[config.mk]
export PLATFORM = sky130hd
export DESIGN_NAME = mandel_pipe_sched
export DESIGN_NICKNAME = d
export VERILOG_FILES = /design/src/rtl/mandel_sched_pkg.sv /design/src/rtl/sched_tag_ring.sv /design/src/rtl/mandel_pipe_sched.sv
export SDC_FILE = /design/constraint.sdc
export NUM_CORES = 1
export LEC_CHECK = 0
export CELL_PAD_IN_SITES_DETAIL_PLACEMENT = 0
export CELL_PAD_IN_SITES_GLOBAL_PLACEMENT = 2
export CORE_AREA = 2 2 147 185
export CTS_CLUSTER_SIZE = 12
export DETAILED_ROUTE_END_ITERATION = 8
export DIE_AREA = 0 0 149 187
export DONT_BUFFER_PORTS = 1
export GPL_TIMING_DRIVEN = 0
export PLACE_DENSITY_LB_ADDON = 0.1
export SKIP_CTS_REPAIR_TIMING = 1
export SLEW_MARGIN = 20
export SYNTH_ARGS = -nofsm -noshare
export SYNTH_HDL_FRONTEND = slang
export SYNTH_SLANG_ARGS = --single-unit
[constraint.sdc]
create_clock -name Clk -period 12.5 [get_ports Clk]
set_input_delay 1.25 -clock Clk [delete_from_list [all_inputs] [get_ports Clk]]
set_output_delay 1.25 -clock Clk [all_outputs]
set_load 0.02 [all_outputs]
[src/rtl/mandel_sched_pkg.sv]
// rtl/mandel_sched_pkg.sv - shared types and widths for the Mandelbrot pipe scheduler
package mandel_sched_pkg;

  localparam int COORD_W = 16;
  localparam int DIV_W   = 8;
  localparam int TAG_W   = 19;

  typedef enum logic [1:0] {
    ST_IDLE,
    ST_RUN,
    ST_DRAIN
  } state_t;

  typedef struct packed {
    logic             valid;
    logic             done;
    logic [TAG_W-1:0] tag;
  } slot_t;

endpackage

[src/rtl/sched_tag_ring.sv]
// rtl/sched_tag_ring.sv - slot ownership ring that shifts in lockstep with diverge_pipe
module sched_tag_ring
  import mandel_sched_pkg::*;
#(
  parameter int DEPTH = 8
) (
  input  logic  Clk,
  input  logic  Rst,
  input  logic  stage,
  input  slot_t wr_slot,
  output slot_t head,
  output logic  any_valid
);

  slot_t ring_q [DEPTH];
  slot_t ring_d [DEPTH];

  always_comb begin
    for (int i = 0; i < DEPTH; i++) ring_d[i] = ring_q[i];
    if (stage) begin
      ring_d[0] = wr_slot;
      for (int i = 1; i < DEPTH; i++) ring_d[i] = ring_q[i-1];
    end
  end

  always_ff @(posedge Clk or posedge Rst) begin
    if (Rst) begin
      for (int i = 0; i < DEPTH; i++) ring_q[i] <= '0;
    end else begin
      for (int i = 0; i < DEPTH; i++) ring_q[i] <= ring_d[i];
    end
  end

  // The oldest entry lines up with the pipe's output registers.
  assign head = ring_q[DEPTH-1];

  always_comb begin
    any_valid = 1'b0;
    for (int i = 0; i < DEPTH; i++) any_valid = any_valid | ring_q[i].valid;
  end

endmodule

[src/rtl/mandel_pipe_sched.sv]
// rtl/mandel_pipe_sched.sv - keeps diverge_pipe full, recirculates live points, retires escapes
// Optional counters: MANDEL_SCHED_STATS_EN
module mandel_pipe_sched
  import mandel_sched_pkg::*;
#(
  parameter int PIPE_DEPTH = 8,
  parameter int MAX_ITER   = 255
) (
  input  logic               Clk,
  input  logic               Rst,
  input  logic               start,
  input  logic               pix_valid,
  output logic               pix_ready,
  input  logic [COORD_W-1:0] pix_c1,
  input  logic [COORD_W-1:0] pix_c2,
  input  logic [TAG_W-1:0]   pix_tag,
  input  logic               pix_last,
  output logic [COORD_W-1:0] x,
  output logic [COORD_W-1:0] y,
  output logic [COORD_W-1:0] c1,
  output logic [COORD_W-1:0] c2,
  output logic [DIV_W-1:0]   div,
  output logic               no_op,
  output logic               stage,
  input  logic [COORD_W-1:0] newX,
  input  logic [COORD_W-1:0] newY,
  input  logic [COORD_W-1:0] newC1,
  input  logic [COORD_W-1:0] newC2,
  input  logic [DIV_W-1:0]   newDiv,
  input  logic               new_no_op,
  output logic               res_valid,
  input  logic               res_ready,
  output logic [TAG_W-1:0]   res_tag,
  output logic [DIV_W-1:0]   res_div,
  output logic               busy,
  output logic               frame_done
`ifdef MANDEL_SCHED_STATS_EN
  ,
  output logic [31:0]        stat_retired,
  output logic [31:0]        stat_occ
`endif
);

  localparam logic [DIV_W-1:0] MAX_DIV = DIV_W'(MAX_ITER);

  state_t state_q, state_d;
  slot_t  head, wr_slot;
  logic   any_valid, head_done, retire, slot_free, accept;

  sched_tag_ring #(.DEPTH(PIPE_DEPTH)) u_ring (
    .Clk       (Clk),
    .Rst       (Rst),
    .stage     (stage),
    .wr_slot   (wr_slot),
    .head      (head),
    .any_valid (any_valid)
  );

  // An entry with done=0 was issued with no_op=0, so new_no_op here means a real escape.
  assign head_done = head.valid && (head.done || new_no_op || (newDiv >= MAX_DIV));
  assign retire    = head_done && res_ready;
  assign slot_free = !head.valid || retire;
  assign pix_ready = (state_q == ST_RUN) && slot_free;
  assign accept    = pix_ready && pix_valid;

  assign res_valid = head_done;
  assign res_tag   = head.tag;
  assign res_div   = (newDiv >= MAX_DIV) ? MAX_DIV : newDiv;
  assign busy      = (state_q != ST_IDLE);
  assign stage     = busy;

  always_comb begin
    x       = '0;
    y       = '0;
    c1      = '0;
    c2      = '0;
    div     = '0;
    no_op   = 1'b1;
    wr_slot = '0;
    if (head.valid && !head_done) begin
      x = newX; y = newY; c1 = newC1; c2 = newC2; div = newDiv;
      no_op         = 1'b0;
      wr_slot.valid = 1'b1;
      wr_slot.tag   = head.tag;
    end else if (head_done && !res_ready) begin
      // Frozen lap: the point comes back to the head one pipe depth later.
      x = newX; y = newY; c1 = newC1; c2 = newC2; div = res_div;
      wr_slot.valid = 1'b1;
      wr_slot.done  = 1'b1;
      wr_slot.tag   = head.tag;
    end else if (accept) begin
      c1            = pix_c1;
      c2            = pix_c2;
      no_op         = 1'b0;
      wr_slot.valid = 1'b1;
      wr_slot.tag   = pix_tag;
    end
  end

  always_comb begin
    state_d    = state_q;
    frame_done = 1'b0;
    case (state_q)
      ST_IDLE:  if (start) state_d = ST_RUN;
      ST_RUN:   if (accept && pix_last) state_d = ST_DRAIN;
      ST_DRAIN: if (!any_valid) begin
        state_d    = ST_IDLE;
        frame_done = 1'b1;
      end
      default:  state_d = ST_IDLE;
    endcase
  end

  always_ff @(posedge Clk or posedge Rst) begin
    if (Rst) state_q <= ST_IDLE;
    else     state_q <= state_d;
  end

`ifdef MANDEL_SCHED_STATS_EN
  logic [31:0] stat_retired_q, stat_retired_d, stat_occ_q, stat_occ_d;

  always_comb begin
    stat_retired_d = stat_retired_q;
    stat_occ_d     = stat_occ_q;
    if (state_q == ST_IDLE && start) begin
      stat_retired_d = '0;
      stat_occ_d     = '0;
    end else begin
      if (retire)     stat_retired_d = stat_retired_q + 32'd1;
      if (head.valid) stat_occ_d     = stat_occ_q + 32'd1;
    end
  end

  always_ff @(posedge Clk or posedge Rst) begin
    if (Rst) begin
      stat_retired_q <= '0;
      stat_occ_q     <= '0;
    end else begin
      stat_retired_q <= stat_retired_d;
      stat_occ_q     <= stat_occ_d;
    end
  end

  assign stat_retired = stat_retired_q;
  assign stat_occ     = stat_occ_q;
`endif

endmodule
# After elaboration in Yosys (flattened, before gate mapping)
# Index checks and enable logic that the tools add are counted.
word_totals:
  out_inout_bits: 105
  in_bits: 130
  reg_bits: 170
classes:
  mux: 30
  magnitude_cmp: 1
  n_bitwise: 7
  reduce_logical: 16
  eq_ne: 5
ops:
  columns: ["op", "count"]
  rows:
  - ["16-bit 2-to-1 mux", 10]
  - ["19-bit 2-to-1 mux", 3]
  - ["8-bit 2-to-1 mux", 3]
  - ["1-bit 2-to-1 mux", 10]
  - ["8-bit >= comparator, second input constant", 1]
  - ["1-bit logical AND", 7]
  - ["1-bit bitwise OR", 7]
  - ["2-bit 2-to-1 mux", 3]
  - ["2-bit one-hot mux with 3 select lines", 1]
  - ["2-bit != test, second input constant", 2]
  - ["1-bit zero test", 3]
  - ["1-bit logical OR", 3]
  - ["3-bit AND reduction", 1]
  - ["2-bit by 1-bit equality test with 1-bit output, second input constant", 1]
  - ["2-bit equality test, second input constant", 1]
  - ["2-bit zero test", 1]
  - ["2-bit by 1-bit != test with 1-bit output, second input constant", 1]
  - ["2-bit nonzero test", 1]

# Longest topological paths before layout
# Gate-level depths: netlist of run 1.
logic_depth:
  ltp_word: 10
  depth_mapped: 6
  depth_no_buf: 4

# By module
# A second synthesis of run 1 with hierarchy kept.
unflattened:
  hier_cells: 622
  area_unflattened_um2: 8409.3
by_module_without_submodules:
  columns: ["module", "seq_area_each_um2", "area_each_um2", "instances", "cells_each"]
  rows:
  - ["sched_tag_ring", 4204.0, 6841.6, 1, 380]
  - ["mandel_pipe_sched", 50.0, 1567.8, 1, 242]

# Worst setup path before layout of run 1
# No wires, ideal clock.
synth_timing:
  path_kind: "input to output"
  start: "input port newDiv[1]"
  end: "output port c1[0]"
  t_arrival_ns: 2.452
  required_ns: 11.250
  path_buffers: 2
  path_slack_ns: 8.798
  stages: 6
  path_cell_list: "nand4_1 o211ai_2 and2_1 buf_4 buf_6 mux2i_1"
synth_between:
  elab_chain_cells: 10
synth_lines:
  columns: ["element", "line", "rtl"]
  rows:
  - ["start, declared", "mandel_pipe_sched.sv:29", "input logic [DIV_W-1:0] newDiv,"]
  - ["8-bit >= comparator *", "mandel_pipe_sched.sv:60", "assign head_done = head.valid && (head.done || new_no_op || (newDiv >= MAX_DIV));"]
  - ["1-bit logical OR *", "mandel_pipe_sched.sv:60", null]
  - ["1-bit logical AND *", "mandel_pipe_sched.sv:60", null]
  - ["1-bit logical AND", "mandel_pipe_sched.sv:61", "assign retire = head_done && res_ready;"]
  - ["1-bit logical OR", "mandel_pipe_sched.sv:62", "assign slot_free = !head.valid || retire;"]
  - ["1-bit logical AND", "mandel_pipe_sched.sv:63", "assign pix_ready = (state_q == ST_RUN) && slot_free;"]
  - ["1-bit logical AND", "mandel_pipe_sched.sv:64", "assign accept = pix_ready && pix_valid;"]
  - ["16-bit 2-to-1 mux", "mandel_pipe_sched.sv:91", "end else if (accept) begin"]
  - ["16-bit 2-to-1 mux", "mandel_pipe_sched.sv:85", "end else if (head_done && !res_ready) begin"]
  - ["16-bit 2-to-1 mux *", "mandel_pipe_sched.sv:80", "if (head.valid && !head_done) begin"]
  - ["end, declared", "mandel_pipe_sched.sv:20", "output logic [COORD_W-1:0] c1,"]
# Every way passes the cells marked *; elsewhere a longest branch is shown, timed or not.

# Final worst setup path of run 1
# Ends and elaborated chain as after synthesis.

==> reports/qor.log, run 1 <==
qor: timing.timing.final.crit_share 32.1%
qor: yosys.cell_type_with_the_highest_aggregate_area_in_the_netlist sky130_fd_sc_hd__dfrtp_1
qor: route.wire_per_inst 16.9 um
qor: min_path.worst_hold_path.endpoint u_ring.ring_q[134]
qor: yosys.synth.yosys.warnings 0
qor: critical_path.slowest_stage sky130_fd_sc_hd__mux2i_1
qor: critical_path.critical_path.reg2reg.endpoint u_ring.head[6]
qor: yosys.most_instantiated_flip_flop_cell_in_the_synthesis_netlist sky130_fd_sc_hd__dfrtp_1
qor: yosys.synth_edf_count 0
qor: critical_path.arrival 2.76 ns
qor: timing.hold-worst-slack 0.464 ns
qor: timing.fmax 249 MHz
qor: route.num_vias 5854
qor: cts.cts-root-buf sky130_fd_sc_hd__clkbuf_16
qor: critical_path.critPathKind in -> out
qor: route.drt-total-wl 22.2 mm
qor: critical_path.setup.reg_to_reg.worst_slack 10.63 ns
qor: placement.place.detailed.hpwl 16.8 mm
qor: die.chipHeight 187 um
qor: route.number_of_detailed_routing_iterations_run_before_antenna_repair 4
qor: die.floorplan.rows 67
qor: cells_and_area.post_route_cells_drive_above_1_share 9.18%
qor: grt.global_route_wire_length_before_repair 34.5 mm
qor: cells_and_area.num-fill-cells 2904
qor: yosys.ys_ff_latch 170
qor: critical_path.crit_path_start_kind input port
qor: status.outcome complete, no violations
qor: min_path.hold_depth 2
qor: route.initialDrtViolationCount 288
qor: cts.cts.sink_count 170
qor: cts.htree_num_levels 4
qor: yosys.syn_avg_cell_area 8.29 um^2
qor: die.die_area 27900 um^2
qor: cts.insertion_delay 0.43 ns
qor: power_and_ir_drop.power.leakage 4.82 nW
qor: timing.setup_tns_final 0 ns
qor: power_and_ir_drop.totalPowerFinal 2.33 mW
qor: yosys.synthesis.instances 936
qor: cells_and_area.layout-area-overhead-vs-synth 13.6%
qor: cts.tritoncts.num_buffers 17
qor: yosys.synth_sequential_area_ratio 54.8%
qor: critical_path.worstRegToRegCells 5
qor: yosys.ys_top_cells_by_area sky130_fd_sc_hd__dfrtp_1, sky130_fd_sc_hd__nand2_1, sky130_fd_sc_hd__mux2i_1
qor: run.max_cap_violations 0
qor: cts.clock_edge_transition_at_the_registers_on_the_reported_setup_and_hold_paths 0.06 ns
qor: timing.worst_slew_margin_rel 44.8%
qor: yosys.ys_types 27
qor: cts.tritoncts yes
qor: critical_path.worst-endpoint-required 11.25 ns
qor: die.start_util 29.5%
qor: grt.grt_pass1_vias 5856
qor: timing.layout_min_cycle_time 4.01 ns
qor: route.drcViolationCount 0
qor: timing.finalSetupViolCount 0
qor: critical_path.critical_path.top_delay_family multiplexers
qor: min_path.hp-start u_ring.ring_q[134]
qor: placement.place.port_buffers 0
qor: yosys.synth_async_sr_flop_share 100%
qor: critical_path.path_buf_inv 2
qor: grt.gr-total-overflow 0
qor: yosys.yosysTopAreaCellShare 54.8%
qor: cts.ctsLongestPathBuffers 2
qor: timing.clock_skew 0.0149 ns
qor: yosys.synthesis.nets 1066
qor: route.detail-route-antenna-nets 0
qor: timing.final_hold_viol_count 0
qor: critical_path.crit_path_cells nand4_1 -> o211ai_2 -> and2_1 -> buf_4 -> buf_6 -> mux2i_1
qor: critical_path.cp_slowest_stage_delay 0.54 ns
qor: route.routed_via_count_divided_by_cell_count 4.46
qor: die.core_box_area 26300 um^2
qor: cells_and_area.antennaDiodeCount 0
qor: critical_path.beginning_of_the_worst_register_to_register_path state_q[0]
qor: power_and_ir_drop.power_density 264 nW/um^2
qor: cells_and_area.finish.net_count 1087
qor: critical_path.cp-end-kind output pin
qor: die.die_width 149 um
qor: min_path.hold_path_class reg -> reg
qor: timing.unrepaired_setup_endpoints_after_global_routing false
qor: timing.report.final.slew_viol_count 0
qor: grt.grt_start_max_net_pins 76
qor: placement.routabilityCongestion 0.786
qor: timing.worst-slew-pin-transition 0.821 ns
qor: power_and_ir_drop.maximum_vdd_drop 115 uV
qor: grt.number_of_antenna_violations_at_the_first_check_in_global_routing 0
qor: die.pin_count 235
qor: grt.aggregate_global_route_resource_usage 16.2%
qor: critical_path.crit_path_max_fanout 10
qor: yosys.syn_area 7760 um^2
-- power breakdown --
part           internal [mW]  leakage [nW]  switching, mW
sequential             0.755          2.27          0.134
clock                  0.304         0.266          0.219
combinational          0.266          2.28          0.652
-- layout by cell type (no fill, tap or decap) --
| cell | Yosys | routed |
|---|---|---|
| sky130_fd_sc_hd__clkinv_2 | 0 | 2 |
| sky130_fd_sc_hd__mux2i_1 | 32 | 32 |
| sky130_fd_sc_hd__buf_6 | 3 | 3 |
| sky130_fd_sc_hd__bufinv_16 | 0 | 2 |
| sky130_fd_sc_hd__o211ai_1 | 19 | 19 |
| sky130_fd_sc_hd__and2_1 | 41 | 41 |
| sky130_fd_sc_hd__nor2_2 | 2 | 2 |
| sky130_fd_sc_hd__clkbuf_1 | 27 | 32 |
| sky130_fd_sc_hd__nor3b_1 | 1 | 1 |
| sky130_fd_sc_hd__o21a_1 | 1 | 1 |
| sky130_fd_sc_hd__clkbuf_8 | 0 | 2 |
| sky130_fd_sc_hd__inv_8 | 0 | 1 |
| sky130_fd_sc_hd__a21boi_0 | 1 | 1 |
| sky130_fd_sc_hd__inv_1 | 34 | 33 |
| sky130_fd_sc_hd__clkbuf_16 | 0 | 17 |
| sky130_fd_sc_hd__nor2b_1 | 1 | 1 |
| sky130_fd_sc_hd__o211ai_2 | 1 | 1 |
| sky130_fd_sc_hd__buf_4 | 23 | 23 |
| sky130_fd_sc_hd__nand4_1 | 21 | 21 |
| sky130_fd_sc_hd__nor2_1 | 2 | 2 |
| sky130_fd_sc_hd__nor4_1 | 2 | 2 |
| sky130_fd_sc_hd__o32ai_1 | 1 | 1 |
| sky130_fd_sc_hd__buf_16 | 0 | 2 |
| sky130_fd_sc_hd__a21oi_1 | 1 | 1 |
| sky130_fd_sc_hd__inv_2 | 1 | 1 |
| sky130_fd_sc_hd__dfrtp_1 | 170 | 170 |
| sky130_fd_sc_hd__o31ai_1 | 1 | 1 |
| sky130_fd_sc_hd__a41oi_1 | 1 | 1 |
| sky130_fd_sc_hd__o21bai_1 | 1 | 1 |
| sky130_fd_sc_hd__o22a_1 | 1 | 1 |
| sky130_fd_sc_hd__clkinvlp_4 | 0 | 3 |
| sky130_fd_sc_hd__nand2_1 | 516 | 516 |
| sky130_fd_sc_hd__buf_2 | 30 | 30 |
| sky130_fd_sc_hd__nand2b_1 | 2 | 2 |
-- flip-flops by register name, indices dropped and copies added, names as in the netlist --
signal / flops
u_ring.ring_q: 147
u_ring.head: 21
state_q: 2
-- cell usage after synthesis, types with 2 or more instances --
cell and number:
sky130_fd_sc_hd__dfrtp_1 170, sky130_fd_sc_hd__inv_1 34, sky130_fd_sc_hd__buf_6 3, sky130_fd_sc_hd__nand2_1 516
sky130_fd_sc_hd__buf_4 23, sky130_fd_sc_hd__and2_1 41, sky130_fd_sc_hd__nor2_2 2, sky130_fd_sc_hd__nor2_1 2
sky130_fd_sc_hd__buf_2 30, sky130_fd_sc_hd__nand2b_1 2, sky130_fd_sc_hd__clkbuf_1 27, sky130_fd_sc_hd__o211ai_1 19
sky130_fd_sc_hd__mux2i_1 32, sky130_fd_sc_hd__nand4_1 21, sky130_fd_sc_hd__nor4_1 2
-- metrics by stage --
stage                     instance area, um^2  setup slack (ns)  std cells  util [%]
after detailed placement                 8260              8.42       1283      31.4
after global routing                     8820              8.36       1314      33.5
after global placement                   8200              4.06       1281      31.1
after floorplan                          7760              6.65        936         -
after CTS                                8820              8.42       1314      33.5
final                                    8820              8.49       1314      33.5
-- tightest hold or removal path, cell delays in order, from the launching register on --
cell                      delay [ns]
sky130_fd_sc_hd__dfrtp_1        0.34
sky130_fd_sc_hd__nand2_1        0.05
sky130_fd_sc_hd__nand2_1        0.05
-- kinds of logic (layout without fill, tap and decap cells) --
family                 count (synthesis)  in the layout  share of synthesized area, %
AOI/OAI and AO/OA                     28             28                          2.79
buffers and inverters                118            151                          7.59
DFF                                  170            170                          54.8
muxes                                 32             32                          4.13
and+or+nand+nor                      588            588                          30.7
-- layer usage --
metal | up-vias | global-route usage [%] | wire length [um]
met5 | - | 0 | 0
li1 | 2908 | - | -
met2 | 142 | 27.3 | 11000
met1 | 2786 | 20.8 | 9770
met3 | 18 | 4.34 | 1190
met4 | 0 | 3.70 | 223
-- final cells by class --
type	instances	area [um^2]	area share [%]
Buffer	83	458	5.19
Clock buffer	24	472	5.35
Clock inverter	7	92.6	1.05
Inverter	35	139	1.57
Multi-Input combinational cell	648	2920	33.1
Sequential cell	170	4250	48.2
Tap cell	345	432	4.89
Timing Repair Buffer	2	55.1	0.624
-- worst max-delay path by stage --
stage	end	slack, ns	startpoint	cells past startpoint
after global routing	c1[0]	8.36	newDiv[1]	6
after floorplan	state_q[0]	6.65	Rst	1
after CTS	c1[0]	8.42	newDiv[1]	6
after global placement	u_ring.ring_q[151]	4.06	Rst	1
final	c1[0]	8.49	newDiv[1]	6
after detailed placement	c1[0]	8.42	newDiv[1]	6
No activity file was read; power rests on OpenSTA's default activity.
==> inputs of run 2 (changes only) <==
==> constraint.sdc (replaced) <==
create_clock -name Clk -period 4 [get_ports Clk]
set_input_delay 0.4 -clock Clk [delete_from_list [all_inputs] [get_ports Clk]]
set_output_delay 0.4 -clock Clk [all_outputs]
set_load 0.02 [all_outputs]
==> run 2 against run 1 <==
Net effect:
- largest cell class unchanged
- via count up 0.10%
- non-clock buffer count is 5 higher
- global-route usage increased by 0.17 points
- critical path type is now reg -> out
==> reports/qor.log, run 2 (synthesis gave the netlist of run 1 again) <==
qor: status.outcome complete, no violations
qor: cts.insertion_delay 0.43 ns
qor: die.start_util 29.5%
qor: min_path.hold_path_class in -> reg
qor: min_path.worst_hold_path.endpoint state_q[0]
qor: cells_and_area.registers.top_by_ff_count u_ring.ring_q
qor: cts.tritoncts.num_buffers 17
qor: power_and_ir_drop.p_sw 3.18 mW
qor: die.die_area 27900 um^2
qor: timing.fmax 378 MHz
qor: power_and_ir_drop.swShare 43.1%
qor: grt.grt_pass1_vias 5929
qor: grt.number_of_antenna_violations_at_the_first_check_in_global_routing 0
qor: route.wire_per_inst 16.8 um
qor: timing.worst_slew_margin_rel 50.8%
qor: cells_and_area.antennaDiodeCount 0
qor: timing.layout_min_cycle_time 2.65 ns
qor: grt.aggregate_global_route_resource_usage 16.4%
qor: cts.ctsLongestPathBuffers 2
qor: timing.final_hold_viol_count 0
qor: route.number_of_detailed_routing_iterations_run_before_antenna_repair 4
qor: cells_and_area.finish.net_count 1092
qor: power_and_ir_drop.power_density 825 nW/um^2
qor: critical_path.critPathKind reg -> out
qor: power_and_ir_drop.maximum_vdd_drop 312 uV
qor: power_and_ir_drop.p_int 4.20 mW
qor: timing.unrepaired_setup_endpoints_after_global_routing false
qor: route.routed_via_count_divided_by_cell_count 4.44
qor: power_and_ir_drop.share_comb_of_total_power 38.9%
qor: timing.clock_skew 0.0110 ns
qor: power_and_ir_drop.totalPowerFinal 7.38 mW
qor: timing.postLayoutSetupSlackWorst 1.35 ns
qor: grt.global_route_wire_length_before_repair 34.9 mm
qor: die.chipHeight 187 um
qor: run.max_cap_violations 0
qor: cells_and_area.post_route_cells_drive_above_1_share 10.1%
qor: power_and_ir_drop.pwr-share-clk 23.4%
qor: min_path.hp-start pix_valid
qor: route.drt-total-wl 22.2 mm
qor: cells_and_area.layout-area-overhead-vs-synth 15.1%
qor: power_and_ir_drop.power.share.sequential 37.7%
qor: die.floorplan.rows 67
qor: cts.htree_num_levels 4
qor: timing.timing.final.crit_share 66.1%
qor: cts.cts.sink_count 170
qor: grt.grt_start_max_net_pins 31
qor: critical_path.arrival 2.25 ns
qor: critical_path.beginning_of_the_worst_register_to_register_path state_q[0]
qor: timing.report.final.slew_viol_count 0
qor: route.drcViolationCount 0
qor: cells_and_area.utilization 34.0%
qor: route.detail-route-antenna-nets 0
qor: placement.place.detailed.hpwl 17.1 mm
qor: cts.cts-root-buf sky130_fd_sc_hd__clkbuf_16
qor: cells_and_area.most_frequent_cells_in_the_layout sky130_fd_sc_hd__nand2_1, sky130_fd_sc_hd__dfrtp_1, sky130_fd_sc_hd__and2_1, sky130_fd_sc_hd__inv_1, sky130_fd_sc_hd__mux2i_1
qor: cts.tritoncts yes
qor: placement.routabilityCongestion 0.808
qor: route.initialDrtViolationCount 228
qor: critical_path.critical_path.reg2reg.endpoint u_ring.ring_q[26]
qor: critical_path.setup.reg_to_reg.worst_slack 2.19 ns
qor: critical_path.crit_path_max_fanout 10
qor: power_and_ir_drop.power.leakage 4.87 nW
qor: critical_path.worst-endpoint-required 3.60 ns
qor: timing.worst-slew-pin-transition 0.738 ns
qor: placement.place.port_buffers 0
qor: cts.clock_edge_transition_at_the_registers_on_the_reported_setup_and_hold_paths 0.07 ns
qor: grt.gr-total-overflow 0
qor: critical_path.worstRegToRegCells 5
qor: cells_and_area.largest_register_ff_count 147
qor: timing.finalSetupViolCount 0
qor: timing.hold-worst-slack 0.0853 ns
qor: min_path.hold_depth 1
qor: timing.setup_tns_final 0 ns
qor: critical_path.cp-end-kind output pin
qor: critical_path.crit_path_start_kind flop
qor: die.pin_count 235
qor: die.die_width 149 um
qor: placement.place_ws 1.59 ns
qor: cells_and_area.layout.cells.most_common sky130_fd_sc_hd__nand2_1
qor: die.core_box_area 26300 um^2
qor: route.num_vias 5860
run 2: cell types whose count changed in the layout (fill, tap and decap cells not counted), moves of 2 or more:
cell	previous run	this run
sky130_fd_sc_hd__clkinv_4	0	2
sky130_fd_sc_hd__buf_12	0	6
sky130_fd_sc_hd__inv_6	0	3
sky130_fd_sc_hd__buf_16	2	0
sky130_fd_sc_hd__clkbuf_1	32	28
run 2: worst max-delay path by stage:
stage | startpoint | to | depth (start not counted)
floorplan | Rst | state_q[0] | 1
detailed placement | newDiv[1] | c1[1] | 6
global route | state_q[1] | c2[5] | 5
global placement | Rst | u_ring.ring_q[149] | 1
CTS | state_q[1] | c1[2] | 5
finish | state_q[1] | c2[5] | 5
run 2: per-stage QoR:
stage	instance area, um^2	instances
6_report	8940	1320
2_1_floorplan	7770	936
5_1_grt	8940	1320
3_3_place_gp	8200	1281
3_5_place_dp	8320	1287
4_1_cts	8930	1319
run 2: area by class of cell:
type / instances / area, um^2
Clock inverter: 13 / 166
Inverter: 35 / 135
Buffer: 83 / 458
Fill cell: 2855 / 17400
Clock buffer: 19 / 443
Multi-Input combinational cell: 648 / 2920
Timing Repair Buffer: 7 / 130
Sequential cell: 170 / 4250
Tap cell: 345 / 432
run 2: critical path, stage by stage, from the launching register on:
cell and delay (ns):
sky130_fd_sc_hd__dfrtp_1 0.44, sky130_fd_sc_hd__nand2b_1 0.21, sky130_fd_sc_hd__nor2_2 0.30, sky130_fd_sc_hd__buf_2 0.29
sky130_fd_sc_hd__nand2_1 0.07, sky130_fd_sc_hd__mux2i_1 0.49
run 2: power by group through the flow:
stage / Combinational, mW / Sequential [mW] / Clock (mW)
3_5_place_dp: 2.97 / 2.82 / 0
6_report: 2.87 / 2.78 / 1.73
4_1_cts: 2.97 / 2.79 / 1.78
3_3_place_gp: 2.95 / 2.81 / 0
2_1_floorplan: 2.23 / 2.66 / 0
5_1_grt: 3.23 / 2.87 / 1.85
run 2: layer usage:
metal	routed length [um]	part of all wire, %	track usage [%]
met2	11100	50	27.9
met3	1160	5.2	4.85
met5	0	0	0
met4	232	1.0	3.37
met1	9730	44	20.6
==> inputs of run 3 (changes only) <==
==> constraint.sdc (replaced) <==
create_clock -name Clk -period 2.6 [get_ports Clk]
set_input_delay 0.26 -clock Clk [delete_from_list [all_inputs] [get_ports Clk]]
set_output_delay 0.26 -clock Clk [all_outputs]
set_load 0.02 [all_outputs]
==> run 3 against run 2 <==
Net effect:
- the run now ends with hold timing left
- combinational power increased by 57%
- hold slack got worse by 0.095 ns
- non-clock buffer count increased by 7
- flip-flop and latch count unchanged
- via count increased by 0.96%
- power increased by 55%
- sequential share of layout area decreased by 0.69 points
- clock skew increased by 0.0012 ns
- global-route usage unchanged
- critical endpoint is now c2[3]
- largest power group unchanged
==> reports/qor.log, run 3 (synthesis gave the netlist of run 1 again) <==
qor: power_and_ir_drop.power_density 1260 nW/um^2
qor: critical_path.arrival 2.18 ns
qor: critical_path.critPathKind reg -> out
qor: route.num_vias 5916
qor: status.outcome complete, but fails checks
qor: timing.final_hold_viol_count 2
qor: die.die_width 149 um
qor: min_path.hp-start pix_last
qor: critical_path.cp-end-kind output pin
qor: cells_and_area.finish.net_count 1099
qor: critical_path.setup.reg_to_reg.worst_slack 0.71 ns
qor: placement.placed_cells_incl_taps 1287
qor: timing.finalSetupViolCount 0
qor: cells_and_area.post_route_cells_drive_above_1_share 11.7%
qor: critical_path.crit_path_max_fanout 10
qor: route.number_of_detailed_routing_iterations_run_before_antenna_repair 4
qor: route.drt-total-wl 22.4 mm
qor: critical_path.beginning_of_the_worst_register_to_register_path u_ring.head[19]
qor: cells_and_area.layout-area-overhead-vs-synth 16.8%
qor: cells_and_area.final_cell_count_no_fill 1327
qor: timing.layout_min_cycle_time 2.44 ns
qor: cts.cts.sink_count 170
qor: cells_and_area.utilization 34.5%
qor: die.start_util 29.5%
qor: cts.ctsLongestPathBuffers 2
qor: die.chipHeight 187 um
qor: critical_path.startpoint state_q[1]
qor: placement.place.detailed.hpwl 17.1 mm
qor: die.floorplan.rows 67
qor: route.routed_via_count_divided_by_cell_count 4.46
qor: timing.report.final.slew_viol_count 0
qor: placement.routabilityCongestion 0.808
qor: die.die_area 27900 um^2
qor: critical_path.crit_path_start_kind flop
qor: route.initialDrtViolationCount 234
qor: min_path.hold_path_class in -> reg
qor: cts.insertion_delay 0.43 ns
qor: placement.place.port_buffers 0
qor: grt.grt_pass1_vias 5929
qor: timing.worst_slew_margin_rel 51.1%
qor: power_and_ir_drop.maximum_vdd_drop 480 uV
qor: critical_path.worst-endpoint-required 2.34 ns
qor: grt.aggregate_global_route_resource_usage 16.4%
qor: cells_and_area.most_frequent_cells_in_the_layout sky130_fd_sc_hd__nand2_1, sky130_fd_sc_hd__dfrtp_1, sky130_fd_sc_hd__and2_1, sky130_fd_sc_hd__inv_1, sky130_fd_sc_hd__buf_2
qor: power_and_ir_drop.totalPowerFinal 11.5 mW
qor: cells_and_area.layout.cells.most_common sky130_fd_sc_hd__nand2_1
qor: timing.clock_skew 0.0123 ns
qor: grt.global_route_wire_length_before_repair 34.9 mm
qor: timing.unrepaired_setup_endpoints_after_global_routing false
qor: timing.timing.final.crit_share 93.7%
qor: grt.gr-total-overflow 0
qor: timing.setup_tns_final 0 ns
qor: timing.hold-worst-slack -0.00976 ns
qor: route.wire_per_inst 16.9 um
qor: cells_and_area.antennaDiodeCount 0
qor: cts.htree_num_levels 4
qor: grt.number_of_antenna_violations_at_the_first_check_in_global_routing 0
qor: die.pin_count 235
qor: die.core_box_area 26300 um^2
qor: cts.cts-root-buf sky130_fd_sc_hd__clkbuf_16
qor: status.violations hold timing
qor: grt.grt_start_max_net_pins 31
qor: route.drcViolationCount 0
qor: cts.tritoncts yes
qor: cts.clock_edge_transition_at_the_registers_on_the_reported_setup_and_hold_paths 0.07 ns
qor: timing.worst-slew-pin-transition 0.734 ns
qor: timing.postLayoutSetupSlackWorst 0.164 ns
qor: cells_and_area.largest_register_ff_count 147
qor: route.detail-route-antenna-nets 0
qor: timing.fmax 410 MHz
qor: power_and_ir_drop.power.leakage 4.84 nW
qor: placement.place_ws 0.472 ns
qor: cells_and_area.registers.top_by_ff_count u_ring.ring_q
qor: run.max_cap_violations 0
qor: cts.tritoncts.num_buffers 17
[run 3: changes by cell type in the layout (fill, tap and decap cells not counted)]
cell and change:
sky130_fd_sc_hd__clkbuf_1 -1, sky130_fd_sc_hd__clkbuf_2 +1, sky130_fd_sc_hd__dlygate4sd3_1 +7, sky130_fd_sc_hd__mux2i_1 -16
sky130_fd_sc_hd__mux2i_2 +16
[run 3: layout make-up]
cell class	count	area (um^2)
fill	2844	17300
sequential	170	4250
multi-input combinational	648	2980
buffer	83	459
clock buffer	19	443
tap	345	432
timing repair buffer	14	200
clock inverter	13	166
inverter	35	135
[run 3: per-stage QoR]
stage | area, um^2 | hold WS, ns
4_1_cts | 8930 | -0.360
5_1_grt | 9070 | 0.00199
3_3_place_gp | 8200 | 0.392
3_5_place_dp | 8320 | 0.112
6_report | 9070 | -0.00976
2_1_floorplan | 7770 | 0.387
[run 3: worst paths after layout]
| path | cells past startpoint | to |
|---|---|---|
| setup / recovery | 5 | c2[3] |
| hold / removal | 2 | state_q[1] |
| setup reg to reg | 6 | state_q[0] |
| hold reg to reg | 2 | u_ring.ring_q[132] |
| max in group asynchronous | 5 | u_ring.ring_q[128] |
| min in group asynchronous | 2 | u_ring.ring_q[33] |
[run 3: routing by layer]
metal / vias to the layer above / GRT usage, % / part of all wire, %
li1: 2926 / - / -
met4: 0 / 3.37 / 1.0
met1: 2825 / 20.6 / 44
met2: 144 / 27.9 / 50
met3: 21 / 4.85 / 5.3
met5: - / 0 / 0
[run 3: worst max-delay path: stages, from the launching register on]
cell                       delay (ns)
sky130_fd_sc_hd__dfrtp_1         0.44
sky130_fd_sc_hd__nand2b_1        0.21
sky130_fd_sc_hd__nor2_2          0.30
sky130_fd_sc_hd__buf_2           0.29
sky130_fd_sc_hd__nand2_1         0.07
sky130_fd_sc_hd__mux2i_1         0.42
[run 3: report_power, final]
| group | internal (mW) | switching (mW) | total (mW) |
|---|---|---|---|
| clock network | 1.55 | 1.12 | 2.67 |
| registers | 3.63 | 0.644 | 4.27 |
| logic | 1.36 | 3.17 | 4.52 |
| total | 6.53 | 4.93 | 11.5 |
